===== src/rtl/stream_mux_n.sv =====
// N-channel valid/ready stream mux with one registered output stage; sel-driven or round-robin grant.
// Latency 1 cycle; while the output word is stalled all in_ready drop and the output holds.
module stream_mux_n #(
   parameter int WIDTH = 3,
   parameter int N     = 3,
   parameter int SEL_W = 2,
   parameter int RR    = 0
) (
   input  logic               clk,
   input  logic               rst_n,
   input  logic [N*WIDTH-1:0] in_data,
   input  logic [N-1:0]       in_valid,
   output logic [N-1:0]       in_ready,
   input  logic [SEL_W-1:0]   sel,
   output logic [WIDTH-1:0]   out_data,
   output logic               out_valid,
   input  logic               out_ready,
   output logic [SEL_W-1:0]   out_chan,
   output logic               err_sel
);

   logic [SEL_W-1:0] gnt;
   logic [SEL_W-1:0] rr_ptr;
   logic             gnt_vld;
   logic             sel_bad;
   logic             load;
   logic             xfer;
   logic [WIDTH-1:0] gnt_data;

   // The output register can take a word when empty or when its word leaves this edge.
   assign load = !out_valid || out_ready;
   assign xfer = load && gnt_vld;

   always_comb begin
      gnt     = '0;
      gnt_vld = 1'b0;
      sel_bad = 1'b0;
      if (RR == 0) begin
         sel_bad = (int'(sel) >= N);
         for (int i = 0; i < N; i++) begin
            if (int'(sel) == i && in_valid[i]) begin
               gnt     = SEL_W'(i);
               gnt_vld = 1'b1;
            end
         end
      end else begin
         // Walk from the far end back to rr_ptr so the nearest requester wins.
         for (int k = N - 1; k >= 0; k--) begin
            if (in_valid[(int'(rr_ptr) + k) % N]) begin
               gnt     = SEL_W'((int'(rr_ptr) + k) % N);
               gnt_vld = 1'b1;
            end
         end
      end
   end

   always_comb begin
      gnt_data = '0;
      in_ready = '0;
      for (int i = 0; i < N; i++) begin
         if (gnt == SEL_W'(i)) begin
            gnt_data    = in_data[i*WIDTH +: WIDTH];
            in_ready[i] = xfer;
         end
      end
   end

   always_ff @(posedge clk or negedge rst_n) begin
      if (!rst_n) begin
         out_valid <= 1'b0;
         out_data  <= '0;
         out_chan  <= '0;
         err_sel   <= 1'b0;
         rr_ptr    <= '0;
      end else begin
         err_sel <= (RR == 0) && load && sel_bad;
         if (load) begin
            out_valid <= xfer;
            if (xfer) begin
               out_data <= gnt_data;
               out_chan <= gnt;
            end
         end
         if (RR != 0 && xfer) begin
            rr_ptr <= (gnt == SEL_W'(N - 1)) ? '0 : gnt + SEL_W'(1);
         end
      end
   end

endmodule


===== config.mk =====
export PLATFORM = sky130hd
export DESIGN_NAME = stream_mux_n
export DESIGN_NICKNAME = d
export VERILOG_FILES = /design/src/rtl/stream_mux_n.sv
export SDC_FILE = /design/constraint.sdc
export NUM_CORES = 1
export LEC_CHECK = 0
export CAP_MARGIN = 40
export CORE_AREA = 4 4 41 43
export CTS_BUF_LIST = sky130_fd_sc_hd__clkbuf_4
export DETAILED_ROUTE_END_ITERATION = 16
export DIE_AREA = 0 0 45 47
export GPL_TIMING_DRIVEN = 0
export HOLD_SLACK_MARGIN = 0.15
export PLACE_DENSITY = 0.72
export RECOVER_POWER = 25
export SETUP_SLACK_MARGIN = 0.02
export SLEW_MARGIN = 20
export SYNTH_ARGS = -nofsm -noshare
export SYNTH_HDL_FRONTEND = slang
export SYNTH_SLANG_ARGS = --single-unit

===== constraint.sdc =====
create_clock -name clk -period 1.3 [get_ports clk]
set_input_delay 0.26 -clock clk [delete_from_list [all_inputs] [get_ports clk]]
set_output_delay 0.26 -clock clk [all_outputs]
set_load 0.03 [all_outputs]

==> run metrics <==
row cnt=13; hold path endpoint=err_sel; Inserted Clock Buffers=3; Final period util=111%; clock-pin slew on the worst setup and hold paths=0.05 ns; Worst-Skew Late Latency=0.25 ns; cell taking the most area after synthesis=dfrtp_1; core area=1300 µm²; Post-Syn Nets=60; clk sink count=7; hpwl dp=874 µm; outcome=finished with violations; NetSw=0.000274 W; Total GRT Usage=11.5%; Die W=45 µm; Nets=95; Clock power frac=26.3%; Cell Pwr Density=1040 nW/µm²; vias in the first global route=435; reg2reg start=out_valid; gr ovfl total=0; Starting Density=33.1%; global-route wire length before repair=1730 µm; Seq cells post-synth=7; WP data required=1.04 ns; sw frac=33.3%; sequential power share=33.5%; IO buf count=24; Mean Syn Cell Area=10.0 µm²; Pre-antenna DRT Iters=4; ranking of synthesized cells by area=dfrtp_1 41%, mux2i_1 9.3%, a22o_1 6.1%; area grow syn2layout=83.1%; CTS H-Tree Depth=1; DR vias=449; met3 routed wirelength=106 µm; Setup violations, final=4; WHS=0.306 ns; root buffer cell=clkbuf_4; nature of the critical path startpoint=flip-flop; CP endpoint kind=output pin; Setup CP Type=flip-flop to output pin; failing checks=negative setup slack; Syn Inst Count=43; Relative slew margins=78.7%; total die area=2120 µm²; layout cells sized above 1=31.2%; Yosys warning count=0; M1 WL=421 µm; met2 WL=588 µm; Highest Signal Layer=met4; dpl cells=82; max cap viols=0; Max VDD drop=0.457 mV; power share of the combinational group=40.1%; worst hold stages=2; Final Wtd Congestion=0.633; Critical Path Start=out_valid; DR vias/cell=4.88; worst hold start=sel[1]; RSZ-0062 raised after global routing=yes; Peak Freq=0.694 GHz; initial antenna violation count=0; Min-Delay Path Class=input port to flip-flop; Slew @ Worst Pin=0.319 ns; Die Y=47 µm; Post-Route Skew=0.00311 ns; num ports=27; Final Hold Viols=0; reg2reg setup slack=0.10 ns; routed wire length=1130 µm; remaining antenna violation count=0; largest net degree at the start of global routing=11; Arrival @ worst endpoint=1.18 ns; Synth top area share=40.7%; mapped cell area=430 µm²; WL/cell=12.3 µm; DRC errors left=0; 1st-iter DRT viols=6; sequential fraction of the synthesis area=40.7%; worst r2r path cells=5; Pint=0.000548 W; R2R Path End=out_chan[1]; Final WS setup=-0.141 ns; max-slew violation count=0; Leak=0.407 nW; Layout Cells excl Fill=92; worst-case clock buffer depth=2; post-route minimum period=1.44 ns; ant diodes=0; CP max FO=3; post-synth cell types=19; CTS tree=built
-- worst max-delay path by stage --
stage	to	slack, ns	cells after the start
floorplan	in_ready[0]	-0.07	2
global placement	in_ready[2]	-0.98	5
detailed placement	in_ready[2]	-1.01	5
CTS	in_ready[0]	-0.17	3
global route	in_ready[0]	-0.19	3
finish	in_ready[0]	-0.14	3
-- kinds of logic after synthesis --
logic type	count (synthesis)	share of synthesized area (%)
buffers and inverters	5	6.39
DFF	7	40.7
AOI/OAI and AO/OA	12	19.5
and+or+nand+nor	15	24.1
muxes	4	9.30
-- cells in the final DEF (no fill, tap or decap), types with 4 or more instances in the layout --
cell,netlist,layout
buf_4,0,7
clkbuf_4,0,4
mux2i_1,4,4
dlygate4sd2_1,0,6
clkdlybuf4s50_1,0,9
dfrtp_1,7,6
-- layout make-up --
type                    instances  area (µm²)
repair buffers                 30         272
inverters                       3        11.3
multi-input cells              31         258
flip-flops and latches          7         176
clock buffers                   4        30.0
plain buffers                   2        22.5
well taps                      15        18.8
fillers                       114         513
-- synthesized netlist by cell type --
cell / number
nand2b_1: 3
o22ai_1: 3
buf_6: 1
nand3b_1: 2
nor2_1: 4
nor4b_1: 1
nor3b_4: 1
inv_1: 3
and3_1: 1
and3b_1: 1
a22o_1: 3
buf_2: 1
o21ai_2: 1
nor2b_1: 1
a21o_1: 2
dfrtp_1: 7
nand2_2: 1
mux2i_1: 4
a21oi_1: 3
-- metal layers --
metal | track usage, % | vias to the layer above
met2 | 20.9 | 21
met4 | 8.77 | 0
li1 | - | 225
met1 | 11.2 | 200
met3 | 2.68 | 3
met5 | 0 | -
-- through the flow --
stage	util (%)	area (µm²)	setup TNS [ns]	total power, W	setup slack [ns]
floorplan	-	463	-0.0810	0.000466	-0.0657
global placement	55.5	722	-3.44	0.000611	-0.983
detailed placement	55.5	722	-3.64	0.000616	-1.01
CTS	59.2	771	-0.332	0.000816	-0.169
global route	60.6	788	-0.616	0.000869	-0.194
finish	60.6	788	-0.446	0.000822	-0.141
-- state kept, by name, indices dropped and copies added (netlist names) --
name	flops
out_chan	2
out_data	3
out_valid	1
err_sel	1
-- critical path, cell delays in order (launching register included) --
cell and delay [ns]:
dfrtp_2 0.40, nor2b_4 0.15, nor4b_4 0.22, buf_6 0.16
-- power by group through the flow --
stage	Combinational, W	Sequential, W	Clock [W]
global route	0.000349	0.000279	0.000241
finish	0.000330	0.000276	0.000216
detailed placement	0.000335	0.000282	0
global placement	0.000332	0.000279	0
floorplan	0.000109	0.000357	0
CTS	0.000318	0.000275	0.000224
-- what timing repair did --
item,in CTS,in global routing
resized for setup,37,5
setup endpoints to repair,12,6
gates cloned,0,0
buffers inserted,4,2
hold buffers,0,0
pin swaps,4,0
(Power assumes the default switching activity.)
